==> src/rtl/uesprit_corr_tx_pkg.sv <==
// Shared constants for the unitary-ESPRIT correlation transmit path.
// State codes, frame length and header field positions.
package uesprit_corr_tx_pkg;

    localparam int FRAME_WORDS = 5;

    localparam logic [2:0] S_IDLE  = 3'd0;
    localparam logic [2:0] S_HDR   = 3'd1;
    localparam logic [2:0] S_R11   = 3'd2;
    localparam logic [2:0] S_R22   = 3'd3;
    localparam logic [2:0] S_R12RE = 3'd4;
    localparam logic [2:0] S_R12IM = 3'(FRAME_WORDS);

    localparam int HDR_SYNC_MSB = 31;
    localparam int HDR_SYNC_LSB = 16;
    localparam int HDR_CNT_MSB  = 15;
    localparam int HDR_CNT_LSB  = 0;

    function automatic logic [31:0] hdr_word(
        input logic [15:0] sync,
        input logic [15:0] cnt
    );
        logic [31:0] w;
        w = '0;
        w[HDR_SYNC_MSB:HDR_SYNC_LSB] = sync;
        w[HDR_CNT_MSB:HDR_CNT_LSB]   = cnt;
        return w;
    endfunction

endpackage

==> src/rtl/uesprit_corr_tx_corr_set_buf.sv <==
// Active + shadow holding registers for one correlation set each.
// Handles capture, promotion at end of frame, and drop accounting.
module corr_set_buf #(
    parameter int W         = 32,
    parameter int CNT_WIDTH = 16
) (
    input  logic                 clk,
    input  logic                 rst,
    input  logic [4*W-1:0]       din_set,
    input  logic                 din_valid,
    input  logic                 busy,
    input  logic                 eof,
    input  logic                 ovf_clr,
    output logic [4*W-1:0]       act_set,
    output logic                 sh_full,
    output logic                 ovf,
    output logic [CNT_WIDTH-1:0] drop_cnt
);

    logic [4*W-1:0] sh_set;
    logic           promote;
    logic           ld_act;
    logic           ld_sh;
    logic           drop;

    assign promote = eof && sh_full;
    assign ld_act  = (din_valid && (!busy || eof)) || promote;
    assign ld_sh   = din_valid && busy && (eof ? sh_full : !sh_full);
    assign drop    = din_valid && busy && !eof && sh_full;

    // Active/shadow register pair; shadow wins promotion over a fresh set
    always_ff @(posedge clk or negedge rst) begin
        if (!rst) begin
            act_set <= '0;
            sh_set  <= '0;
            sh_full <= 1'b0;
        end else begin
            if (ld_act)
                act_set <= promote ? sh_set : din_set;
            if (ld_sh)
                sh_set <= din_set;
            if (ld_sh)
                sh_full <= 1'b1;
            else if (promote)
                sh_full <= 1'b0;
        end
    end

    // Sticky overflow flag and saturating drop counter; a drop beats a clear
    always_ff @(posedge clk or negedge rst) begin
        if (!rst) begin
            ovf      <= 1'b0;
            drop_cnt <= '0;
        end else begin
            if (drop)
                ovf <= 1'b1;
            else if (ovf_clr)
                ovf <= 1'b0;
            if (drop && (drop_cnt != '1))
                drop_cnt <= drop_cnt + 1'b1;
        end
    end

endmodule

==> src/rtl/uesprit_corr_tx.sv <==
// Transmit end of the scalar unitary-ESPRIT correlation accumulator.
// Frames each 2x2 correlation set as HDR,R11,R22,R12RE,R12IM on a valid/ready stream.
module uesprit_corr_tx
    import uesprit_corr_tx_pkg::*;
#(
    parameter int          DIN_WIDTH = 32,
    parameter logic [15:0] SYNC_WORD = 16'hA55A,
    parameter int          CNT_WIDTH = 16
) (
    input  logic                 clk,
    input  logic                 rst,
    input  logic [DIN_WIDTH-1:0] r11,
    input  logic [DIN_WIDTH-1:0] r22,
    input  logic [DIN_WIDTH-1:0] r12_re,
    input  logic [DIN_WIDTH-1:0] r12_im,
    input  logic                 din_valid,
    output logic [DIN_WIDTH-1:0] dout,
    output logic                 dout_valid,
    input  logic                 dout_ready,
    output logic                 dout_last,
    input  logic                 ovf_clr,
    output logic                 ovf,
    output logic [CNT_WIDTH-1:0] drop_cnt
);

    localparam int W = DIN_WIDTH;

    logic [2:0]           state;
    logic [2:0]           nxt;
    logic [CNT_WIDTH-1:0] frame_cnt;
    logic [4*W-1:0]       act_set;
    logic                 sh_full;
    logic                 hs;
    logic                 busy;
    logic                 eof;

    assign busy       = (state != S_IDLE);
    assign dout_valid = busy;
    assign hs         = dout_valid && dout_ready;
    assign eof        = hs && (state == S_R12IM);

    corr_set_buf #(
        .W         (W),
        .CNT_WIDTH (CNT_WIDTH)
    ) u_buf (
        .clk       (clk),
        .rst       (rst),
        .din_set   ({r11, r22, r12_re, r12_im}),
        .din_valid (din_valid),
        .busy      (busy),
        .eof       (eof),
        .ovf_clr   (ovf_clr),
        .act_set   (act_set),
        .sh_full   (sh_full),
        .ovf       (ovf),
        .drop_cnt  (drop_cnt)
    );

    // Next state: step one word per handshake, chain frames when a set is waiting
    always_comb begin
        nxt = state;
        case (state)
            S_IDLE:  if (din_valid) nxt = S_HDR;
            S_R12IM: if (hs) nxt = (sh_full || din_valid) ? S_HDR : S_IDLE;
            default: if (hs) nxt = state + 3'd1;
        endcase
    end

    // State register and count of completed frames
    always_ff @(posedge clk or negedge rst) begin
        if (!rst) begin
            state     <= S_IDLE;
            frame_cnt <= '0;
        end else begin
            state <= nxt;
            if (eof)
                frame_cnt <= frame_cnt + 1'b1;
        end
    end

    // Output word selected purely from state, so it holds through stalls
    always_comb begin
        dout      = '0;
        dout_last = 1'b0;
        case (state)
            S_HDR:   dout = W'(hdr_word(SYNC_WORD, 16'(frame_cnt)));
            S_R11:   dout = act_set[4*W-1:3*W];
            S_R22:   dout = act_set[3*W-1:2*W];
            S_R12RE: dout = act_set[2*W-1:W];
            S_R12IM: begin
                dout      = act_set[W-1:0];
                dout_last = 1'b1;
            end
            default: dout = '0;
        endcase
    end

endmodule

==> config.mk <==
export PLATFORM = sky130hd
export DESIGN_NAME = uesprit_corr_tx
export DESIGN_NICKNAME = d
export VERILOG_FILES = /design/src/rtl/uesprit_corr_tx_pkg.sv /design/src/rtl/uesprit_corr_tx_corr_set_buf.sv /design/src/rtl/uesprit_corr_tx.sv
export SDC_FILE = /design/constraint.sdc
export NUM_CORES = 1
export LEC_CHECK = 0
export BUFFER_PORTS_ARGS = -buffer_cell sky130_fd_sc_hd__buf_4
export CAP_MARGIN = 20
export CORE_MARGIN = 4
export CORE_UTILIZATION = 45
export CTS_CLUSTER_SIZE = 8
export DETAILED_ROUTE_END_ITERATION = 7
export MAX_ROUTING_LAYER = met4
export PLACE_DENSITY = 0.68
export SETUP_SLACK_MARGIN = 0.05
export SLEW_MARGIN = 20
export SYNTH_ARGS = -nofsm -noshare
export SYNTH_HDL_FRONTEND = slang
export SYNTH_SLANG_ARGS = --single-unit
export TNS_END_PERCENT = 5
==> constraint.sdc <==
create_clock -name clk -period 8.2 [get_ports clk]
set_input_delay 0 -clock clk [delete_from_list [all_inputs] [get_ports clk]]
set_output_delay 0 -clock clk [all_outputs]
set_load 0.03 [all_outputs]
# ---- After elaboration in Yosys (flattened, before gate mapping)
# Cells that the tools add are included.
dict set report word_totals {
  ff_bits 293
  input_bits 133
  out_inout_bits 51
}
dict set report classes {
  n_addsub 3
  eq_ne 8
  mux 13
  reduce_logical 21
}
# cell count
set ops {}
lappend ops {{$pmux 32 s5} 1}
lappend ops {{$mux 128} 1}
lappend ops {{$add 16x1->16 const B} 2}
lappend ops {{$ne 16x16->1 const B} 1}
lappend ops {{$logic_and 1x1->1} 9}
lappend ops {{$mux 3} 3}
lappend ops {{$mux 1} 7}
lappend ops {{$eq 3x2->1 const B} 2}
lappend ops {{$eq 3x3->1 const B} 2}
lappend ops {{$pmux 3 s2} 1}
lappend ops {{$reduce_bool 2->1} 3}
lappend ops {{$ne 2x2->1 const B} 2}
lappend ops {{$add 3x1->3 const B} 1}
lappend ops {{$eq 3x1->1 const B} 1}
lappend ops {{$logic_not 1->1} 3}
lappend ops {{$logic_not 3->1} 1}
lappend ops {{$logic_or 1x1->1} 3}
lappend ops {{$reduce_and 3->1} 1}
lappend ops {{$reduce_bool 3->1} 1}

# ---- Longest topological paths before layout
# Gate-level depths: netlist (run 1).
dict set report depth {
  ltp_word 7
  depth_mapped 9
  mapped_depth_nobuf 7
}

# ---- Modules after synthesis
# A second synthesis (run 1) with hierarchy kept.
dict set report unflattened {
  cells_unflattened 1114
  hier_area_um2 13231.4
}
# module n_inst cells_per_inst area_per_inst_um2 seq_area_each_um2
set by_module_without_submodules {}
lappend by_module_without_submodules {corr_set_buf 1 908 11448.5 6856.6}
lappend by_module_without_submodules {uesprit_corr_tx 1 206 1783.0 475.5}

# ---- Worst setup path after synthesis (run 1)
# OpenSTA, ideal clock, no wires.
dict set report synth_timing {
  path_type {flip-flop to flip-flop}
  start {register state[1]}
  end {register u_buf.act_set[100]}
  arrival_time_ns 2.468
  path_slack_ns 5.604
  stages_incl_launch_ff 10
  path_buffers 2
  period_less_slack_ns 2.596
  path_cell_list {dfrtp_1 inv_1 ha_1 nand3_2 inv_1 ha_1 clkbuf_1 clkbuf_1 mux2_2 mux2_1}
}
dict set report synth_via {
  elab_chain_len 6
  elab_cells_between_ends 10
}
# item line_no
set synth_lines {}
lappend synth_lines {{from (decl)} uesprit_corr_tx.sv:28} ;# logic [2:0] state;
lappend synth_lines {{from (signal assigned)} uesprit_corr_tx.sv:75} ;# state <= nxt;
lappend synth_lines {{$reduce_bool 3->1} uesprit_corr_tx.sv:37} ;# assign busy = (state != S_IDLE);
lappend synth_lines {{$logic_and 1x1->1} uesprit_corr_tx.sv:39} ;# assign hs = dout_valid && dout_ready;
lappend synth_lines {{$logic_and 1x1->1 *} uesprit_corr_tx.sv:40} ;# assign eof = hs && (state == S_R12IM);
lappend synth_lines {{net eof} uesprit_corr_tx.sv:35} ;# logic eof;
lappend synth_lines {{$logic_or 1x1->1} uesprit_corr_tx_corr_set_buf.sv:27} ;# assign ld_act = (din_valid && (!busy || eof)) || promote;
lappend synth_lines {{$logic_and 1x1->1} uesprit_corr_tx_corr_set_buf.sv:27}
lappend synth_lines {{$logic_or 1x1->1} uesprit_corr_tx_corr_set_buf.sv:27}
lappend synth_lines {{to (signal assigned)} uesprit_corr_tx_corr_set_buf.sv:39} ;# act_set <= promote ? sh_set : din_set;
lappend synth_lines {{to (decl)} uesprit_corr_tx_corr_set_buf.sv:14} ;# output logic [4*W-1:0] act_set,
# Mark *: on every way through the listed nets, which the timed path passes. The rest lies on a longest branch.
# A chain may end at the register's enable or synchronous reset.

# ---- Worst setup path in the final report (run 1)
dict set report layout_timing {
  start {register state[1]}
  end {register u_buf.act_set[2]}
}
# The elaborated chain is that of the path after synthesis.

==> metrics, run 1 <==
Synth cell types=43; Worst slew margin=33.4%; clock sink total=293; Max Cap Viol=0; layout net count=1438; worst skew pair latency=0.51 ns; Startpoint Class=register; register area=7330 µm²; layout cells sized above 1=between 40% and 50%; final worst slack=4.04 ns; total negative slack=0 ns; grt total ovfl=0; area of the multi-input gates=about 6000 µm²; Die Y=183 µm; Crit Path Category=reg2reg; detail-routed via count per cell=5.35; fin. max-slew vios=0; I/O pins=184; Finished Cell Area=17900 µm²; Routed WL=32600 µm; antenna violations before repair=1; Post-synth ARST share=100%; DRC Markers=0; # setup viols final=0; RePlAce Congestion=0.798; antenna viol nets, final=0; RSZ-0062 raised after global routing=false; core area=29900 µm²; CP startpoint=state[1]; Setup Skew=about 0.011 ns; CP Max Fanout=53; Place WS=3.53 ns; maximum clock rate=0.241 GHz; hpwl dp=21200 µm; #FFs+latches synth=293; register area share after synthesis=53.4%; Worst-path clk slew=0.05 ns; CP required=roughly 8.6 ns; Warnings, synthesis=0; GRT Overall Usage=20.2%; number of iterations in the first detailed-routing pass=5; Initial Utilization=46.0%; maximum vdd drop=156 µV; first-pass GRT wire length=52500 µm; Top FF cell, synth=dfrtp_1; worst hold path class=in2async; routed vias=9034; Reg-to-Reg End=u_buf.act_set[2]; DRT iter0 DRCs=roughly 530; final clock period utilization by the worst path=50.7%; cts bufs inserted=42; Area Overhead vs Synth=30.0%; CTS tree=built; vias in the first global route=approximately 9400; Pleak=around 0.008 µW; clock tree buffer depth=3; Crit path arrival time=4.55 ns; die area=33400 µm²; row count=63; R2R setup slack=4.04 ns; crit path to=u_buf.act_set[2]; Syn Nets=~1100; Synth Instances=slightly below 1000; status=finished clean; area of placed instances=~15000 µm²; worst-margin pin slew=1.00 ns; Crit. End Element=register; IO buf count=183; Cell Area, Synth=13700 µm²; final hold vios=0; number of fillers in the final layout=2372; Die W=183 µm; post-cts gate resize count=0; count of flip-flops with a built-in enable after synthesis=0; largest net degree at the start of global routing=around 190; reg2reg start=state[1]; Mean Syn Cell Area=13.9 µm²; total power draw=6380 µW; H-tree levels=2; clock root buffer=clkbuf_16; Final min period=approximately 4.2 ns; pwr/cell area=357 nW/µm²; R2R depth=9; wire length per cell=19.3 µm
==> where the power goes <==
group / leakage, µW / internal, µW / total [µW] / switching (µW)
logic: 0.00380 / 1190 / 2350 / 1160
clock network: 0.000543 / 926 / 1500 / 574
registers: 0.00352 / 2140 / 2530 / 388
total: 0.00787 / 4250 / 6380 / 2120
==> kinds of logic (layout without fill, tap and decap cells) <==
group	count (synthesis)	after routing	share of synthesized area, %
multiplexers	388	388	32.4
XOR/XNOR	24	24	1.53
AND/OR/NAND/NOR	114	114	4.39
adder cells (fa/ha/maj)	8	8	0.729
AO/OA/AOI/OAI	91	91	4.76
flip-flops	293	293	53.4
buffers and inverters	71	381	2.85
other	0	1	0
==> synth_stat cells, types with 3 or more instances <==
cell	n	area share, %
a21oi_1	7	0.26
a221oi_1	3	0.19
a222oi_1	7	0.51
a22oi_1	50	2.7
a31oi_1	3	0.14
and3_1	6	0.27
and4_1	3	0.19
buf_2	16	0.58
buf_6	13	1.1
clkbuf_1	31	0.85
dfrtp_1	293	53
ha_1	8	0.73
inv_1	8	0.22
mux2_1	100	8.2
mux2_2	268	22
mux2_4	20	2.2
nand2_1	42	1.1
nand3_1	22	0.80
nand4_1	11	0.50
nor2_1	8	0.22
nor3_1	3	0.11
nor4_1	5	0.23
o21ai_0	15	0.55
xnor2_1	12	0.77
xor2_1	12	0.77
==> timing repair <==
| action | 4_1_cts | 5_1_grt |
|---|---|---|
| hold buffers | 132 | 0 |
| hold endpoints to repair | 369 | 0 |
| buffers inserted | 0 | 0 |
==> placed cells by master (no fill, tap or decap), drive strengths merged, types with 6 or more instances in the layout <==
cell	Yosys	layout
a22oi	50	50
inv	8	9
a222oi	7	7
dlygate4sd3	0	132
clkbuf	31	45
nor2	8	8
o21ai	15	15
nor4	6	6
xnor2	12	12
and3	6	6
xor2	12	12
buf	32	195
nand2	42	42
mux2	388	388
nand4	13	13
dfrtp	293	293
a21oi	7	7
nand3	23	23
ha	8	8
==> metal layers <==
layer,vias up,track usage (%),part of all wire (%)
met3,44,3.05,4.2
li1,4235,-,-
met4,0,4.86,2.0
met2,198,30.1,46
met1,4557,29.2,48
met5,-,-,0
==> area by class of cell <==
type                            count  share of cell area (%)
Tap cell                          390                    2.73
Clock inverter                      1                  0.0491
Sequential cell                   293                    41.1
Timing Repair Buffer              327                    16.0
Antenna cell                        1                  0.0140
Inverter                            8                   0.168
Clock buffer                       45                    6.13
Multi-Input combinational cell    625                    33.8
==> registers in the layout, summed over array words and instances (netlist names) <==
signal / count
u_buf.ovf: 1
state: 3
u_buf.drop_cnt: 16
u_buf.sh_set: 128
frame_cnt: 16
u_buf.sh_full: 1
u_buf.act_set: 128
==> critical path, cell delays in order (launching register included) <==
cell and delay, ns:
dfrtp_1 0.39, inv_1 0.10, ha_1 0.51, nand3_2 0.26
inv_1 0.24, ha_4 0.61, a21o_4 0.49, buf_16 0.32
buf_4 0.63, mux2_2 0.40
==> stage by stage <==
stage / instances / hold slack [ns] / util [%]
floorplan: 989 / -0.296 / -
global placement: 1508 / 0.128 / 51.4
detailed placement: 1508 / 0.125 / 51.4
CTS: 1686 / 0.176 / 59.5
global route: 1690 / 0.226 / 59.8
finish: 1690 / 0.143 / 59.8
==> how the worst min path moves through the flow <==
stage,from,end,slack (ns),cells after the start
6_report,rst,u_buf.sh_set[60],0.14,2
5_1_grt,rst,u_buf.sh_set[60],0.23,2
4_1_cts,rst,u_buf.act_set[25],0.18,2
3_5_place_dp,rst,u_buf.sh_set[60],0.13,1
3_3_place_gp,rst,u_buf.sh_set[60],0.13,1
2_1_floorplan,rst,frame_cnt[0],-0.30,0
No activity file was read; power rests on OpenSTA's default activity.
==> run 2: changes to the inputs <==
Settings changed: ABC_AREA set to 1, PLACE_DENSITY 0.68 to 0.7.
Clock period 8.2 ns to 3.5 ns, I/O delays scaled along.
==> metrics, run 2 <==
Worst slew margin=40.0% (+6.7 points); final clock period utilization by the worst path=around nine tenths; post-layout util=58.6% (-1.2 points); Cell Area, Synth=14000 µm² (+1.6%); Max Cap Viol=0 (unchanged); Area Overhead vs Synth=28.3%; clock power share=23.8% (+0.3 points); vias in the first global route=11900 (+26%); maximum clock rate=0.315 GHz; xor/xnor share of the synthesized area=1.13% (-0.40 points); antenna viol nets, final=0 (unchanged); Final min period=between 3 and 4 ns; # setup viols final=0 (unchanged); Synth top area share=52.5% (-0.86 points); final hold vios=0 (unchanged); Crit path arrival time=3.17 ns (-1.38 ns); grt total ovfl=0 (unchanged); area of placed instances=15400 µm² (+0.59%); antenna violations before repair=0 (-1); simple-gate share of the synthesized area=17.3% (+13 points); Synth area leader=dfrtp_1; Setup Skew=0.0154 ns (+0.00485 ns); multiplexer share of the synthesized area=0% (-32 points); register area share after synthesis=52.5% (-0.86 points); DRC Markers=0 (unchanged); detail-routed via count per cell=5.16 (-3.4%); fin. max-slew vios=0 (unchanged); wire length per cell=17.0 µm (-12%); die area=33900 µm² (+1.6%); top cell family by delay on the critical path=buffers and inverters; Startpoint Class=register; most frequent cell after synthesis=nand2_1; Finished Cell Area=17900 µm² (+0.35%); worst-margin pin slew=0.900 ns (-0.0998 ns); Initial Utilization=45.6% (-0.34 points); GRT Overall Usage=24.3% (+4.2 points); Die W=184 µm (+0.78%); clock sink total=293 (unchanged); Routed WL=40900 µm (+25%); Pleak=0.00864 µW (+9.7%); status=finished clean; clock tree buffer depth=3 (unchanged); Syn Nets=1868 (+65%); Post-Synth Adder-Cell Area=0.717% (-0.012 points); cts bufs inserted=42 (unchanged); commonest non-fill, non-tap cells in the layout=nand2_1 (397), dfrtp_1 (293), inv_1 (220); IO buf count=183 (unchanged); post-cts gate resize count=0 (unchanged); Most common cell on crit path=o21ai_0; number of iterations in the first detailed-routing pass=6 (+1); Reg-to-Reg End=state[0]; row count=64 (+1.6%); RSZ-0062 raised after global routing=false; total negative slack=0 ns (unchanged); Synth cell types=30 (-30%); pwr/cell area=843 nW/µm² (+140%); Critical-path top delay cell=clkinv_1; Worst-path clk slew=0.05 ns (about the same); CTS tree=built; top post-synthesis cells by area=dfrtp_1 (53%), nand2_1 (11%), inv_1 (5.9%), a21oi_1 (5.5%), o21ai_0 (5.5%); Crit. End Element=output pin; Post-synth ARST share=100% (unchanged); core area=30600 µm² (+2.4%); CP Depth=7 (-2); Die Y=184 µm (+0.78%); Warnings, synthesis=0 (unchanged); routed vias=12400 (+37%); Switch Pwr=6040 µW (+180%); Crit Path Category=reg2out; worst skew pair latency=0.53 ns (+0.02 ns); CP cell instances=inv_2, ha_1, clkinv_1, o21ai_0, nor2_1, o21ai_0, buf_4; R2R depth=10 (+1); largest net degree at the start of global routing=219 (+17%); Synth Instances=1727 (+75%); clock root buffer=clkbuf_16; Buf/Inv on CP=3 (-1); Top FF cell, synth=dfrtp_1; H-tree levels=2 (unchanged); ANT cells=0 (-1); worst hold path class=in2async; R2R setup slack=0.52 ns (-3.52 ns); compound-cell area share of the yosys netlist=18.0% (+13 points); sequential share of power=38.2% (-1.5 points); Mean Syn Cell Area=8.08 µm² (-42%); first-pass GRT wire length=63700 µm (+21%); layout cells sized above 1=13.2% (-28 points); #FFs+latches synth=293 (unchanged); Synth top cells by count=nand2_1 (397), dfrtp_1 (293), inv_1 (220), nor2_1 (175); Largest regs=u_buf.act_set: 128 flops, u_buf.sh_set: 128 flops; Net Sw Frac=40.0% (+6.7 points); combinational fraction of design power=38.0% (+1.2 points); CP required=3.50 ns (-5.09 ns); maximum vdd drop=480 µV (+210%); Max stage delay on crit path=0.69 ns (+0.06 ns); hpwl dp=28100 µm (+32%); reg2reg start=state[1]; largest family of logic cells by synthesized area=compound AO/OA/AOI/OAI gates; internal power=9060 µW (+110%); layout net count=2147 (+49%); CP Max Fanout=18 (-66%); I/O pins=184 (unchanged); most common cell after layout, fill and taps aside=nand2_1; DRT iter0 DRCs=1167 (+120%); count of flip-flops with a built-in enable after synthesis=0 (unchanged); RePlAce Congestion=0.945 (+19%)
[run 2: layout make-up]
type	instances	area [µm²]
Clock inverter	2	28.8
Inverter	224	841
Multi-Input combinational cell	1113	5200
Sequential cell	293	7330
Tap cell	396	495
Fill cell	2721	12700
Timing Repair Buffer	332	2930
Clock buffer	45	1090
[run 2: metal layers]
metal,global-route usage [%],routed length (µm)
met1,33.3,17800
met2,37.9,19100
met5,-,0
met4,8.19,1490
met3,3.18,2490
[run 2: kinds of logic after synthesis]
logic type,count (synthesis)
and+or+nand+nor,617
DFF,293
xor gates and xnor gates,18
buffers and inverters,321
adders and majority gates,8
AOI/OAI and AO/OA,470
[run 2: worst reg2reg max path: stages, from the launching register on]
cell and delay, ns:
dfrtp_1 0.40, inv_1 0.10, ha_1 0.26, nand2_1 0.27, inv_2 0.41, nor2_1 0.14, nand2_1 0.08, nand3_1 0.05
dlygate4sd3_1 0.55, o21ai_0 0.08, dlygate4sd3_1 0.57
[run 2: worst max-delay path by stage]
stage	startpoint	end
after floorplan	state[1]	u_buf.act_set[124]
after global placement	state[1]	u_buf.act_set[43]
after detailed placement	state[1]	u_buf.act_set[99]
after CTS	state[2]	dout[7]
after global routing	state[2]	dout[7]
final	state[2]	dout[7]
[run 2: power groups by stage]
stage	logic, µW	registers (µW)	clock network (µW)
finish	5730	5770	3590
global route	6300	5930	3780
CTS	5710	5760	3660
detailed placement	5530	5790	0
global placement	5390	5730	0
floorplan	3790	5630	0
[run 2: timing repair]
item	4_1_cts	5_1_grt
endpoints found under the hold margin	352	0
hold buffers	135	0
buffers inserted	0	0
[run 2: metrics by stage]
stage,setup slack [ns],power (µW),instances,hold slack (ns)
finish,0.327,15100,2405,0.0745
global route,0.0989,16000,2405,0.175
CTS,0.442,15100,2405,0.160
detailed placement,0.838,11300,2223,0.105
global placement,0.965,11100,2223,0.106
floorplan,1.29,9420,1727,-0.296
==> run 3: changes to the inputs <==
Settings changed: ABC_AREA 1 to not set.
==> metrics, run 3 (synthesized netlist as in run 1, its figures left out) <==
Startpoint Class=register; largest net degree at the start of global routing=114 (-48%); commonest non-fill, non-tap cells in the layout=dfrtp_1 (293), mux2_2 (268), buf_4 (197); fin. max-slew vios=0 (unchanged); Crit. End Element=output pin; vias in the first global route=9754 (-18%); CP Max Fanout=18 (unchanged); Worst slew margin=36.8% (-3.2 points); Final min period=2.94 ns (-0.231 ns); Crit path arrival time=2.94 ns (-0.23 ns); DRC Markers=0 (unchanged); die area=33400 µm² (-1.5%); GRT Overall Usage=20.9% (-3.4 points); CTS tree=built; H-tree levels=2 (unchanged); layout cells sized above 1=41.7% (+28 points); maximum clock rate=0.340 GHz (+7.9%); RSZ-0062 raised after global routing=false; top cell family by delay on the critical path=simple AND/OR/NAND/NOR gates; area of placed instances=15500 µm² (+0.37%); Finished Cell Area=17900 µm² (about the same); DRT iter0 DRCs=481 (-59%); first-pass GRT wire length=54200 µm (-15%); final hold vios=0 (unchanged); post-layout util=60.0% (+1.4 points); antenna violations before repair=1 (+1); Reg-to-Reg End=u_buf.act_set[30]; CP startpoint=state[0]; maximum vdd drop=382 µV (-20%); worst skew pair latency=0.52 ns (about the same); wire length per cell=19.9 µm (+17%); detail-routed via count per cell=5.42 (+4.9%); reg2reg start=state[1]; total power draw=15000 µW (-0.70%); R2R depth=8 (-2); pwr/cell area=837 nW/µm² (-0.69%); post-CTS setup buffers=0 (unchanged); clock root buffer=clkbuf_16; final clock period utilization by the worst path=84.1% (-6.6 points); total negative slack=0 ns (unchanged); crit path to=dout[16]; hpwl dp=22200 µm (-21%); layout net count=1447 (-33%); routed vias=9199 (-26%); CP required=3.50 ns (about the same); Max stage delay on crit path=0.76 ns (+0.07 ns); Worst-path clk slew=0.05 ns (about the same); I/O pins=184 (unchanged); CP Depth=7 (unchanged); clock tree buffer depth=3 (unchanged); Buf/Inv on CP=3 (unchanged); Detail Route met2 WL=15900 µm (-17%); most common cell after layout, fill and taps aside=dfrtp_1; Die Y=183 µm (-0.78%); grt total ovfl=0 (unchanged); worst hold path class=in2async; # setup viols final=0 (unchanged); met3 WL=1130 µm (-54%); Pleak=0.00791 µW (-8.4%); core area=29900 µm² (-2.3%); Most common cell on crit path=buf_4; IO buf count=183 (unchanged); clock sink total=293 (unchanged); Max Cap Viol=0 (unchanged); number of iterations in the first detailed-routing pass=5 (-1); Area Overhead vs Synth=30.4%; Critical-path top delay cell=and2_1; CP cell instances=inv_1, ha_1, and2_1, buf_4, a22oi_1, nand2_1, buf_4; Largest regs=u_buf.act_set: 128 flops, u_buf.sh_set: 128 flops; number of fillers in the final layout=2366 (-13%); cts bufs inserted=42 (unchanged); antenna viol nets, final=0 (unchanged); Die W=183 µm (-0.78%); M1 WL=15900 µm (-11%); Initial Utilization=46.0% (+0.34 points); Routed WL=33700 µm (-17%); R2R setup slack=0.68 ns (+0.16 ns); Top Metal Used=met4; Setup Skew=0.0156 ns (+0.000239 ns); status=finished clean; Crit Path Category=reg2out; RePlAce Congestion=0.811 (-14%); row count=63 (-1.6%); worst-margin pin slew=0.948 ns (+0.0481 ns)
run 3: changes by cell type in the layout (fill, tap and decap cells not counted), moves of 107 or more:
cell     previous run  this run
nand2_1           397        42
inv_1             220         8
o21ai_1           107         0
o21ai_0           154        15
nor2_1            175         8
a21oi_1           154         7
mux2_2              0       268
run 3: final cells by class:
class / count / area (µm²) / share of cell area, %
diodes: 1 / 2.50 / 0.0140
flip-flops and latches: 293 / 7330 / 40.9
clock inverters: 2 / 13.8 / 0.0768
clock buffers: 43 / 1080 / 6.01
multi-input cells: 625 / 6030 / 33.7
repair buffers: 336 / 2940 / 16.4
inverters: 8 / 30.0 / 0.168
well taps: 390 / 488 / 2.72
run 3: how the worst min path moves through the flow:
stage	start	end	slack (ns)	depth (start not counted)
2_1_floorplan	rst	frame_cnt[0]	-0.30	0
3_3_place_gp	rst	u_buf.sh_set[60]	0.14	1
3_5_place_dp	rst	u_buf.sh_set[60]	0.14	1
4_1_cts	rst	u_buf.sh_set[60]	0.19	2
5_1_grt	ovf_clr	u_buf.ovf	0.24	3
6_report	rst	u_buf.sh_set[60]	0.14	2
run 3: power by group:
group / internal (µW) / total [µW] / leakage [µW] / switching [µW]
clock network: 2140 / 3490 / 0.000538 / 1350
registers: 5020 / 5940 / 0.00352 / 918
logic: 2820 / 5560 / 0.00385 / 2740
total: 9980 / 15000 / 0.00791 / 5010
run 3: through the flow:
| stage | worst slack (ns) | cells | hold slack, ns |
|---|---|---|---|
| detailed placement | 0.706 | 1520 | 0.140 |
| global placement | 0.789 | 1520 | 0.140 |
| CTS | 0.554 | 1697 | 0.190 |
| global route | 0.386 | 1698 | 0.243 |
| floorplan | 0.904 | 989 | -0.296 |
| finish | 0.558 | 1698 | 0.142 |
run 3: timing repair:
action	in CTS	in global routing
gates resized for setup	0	0
hold endpoints to repair	370	0
hold buffers	132	0
run 3: routing by layer:
layer	vias to the layer above	GRT usage [%]
met2	199	31.9
met3	58	2.81
li1	4249	-
met5	-	-
met4	0	6.57
met1	4693	29.2
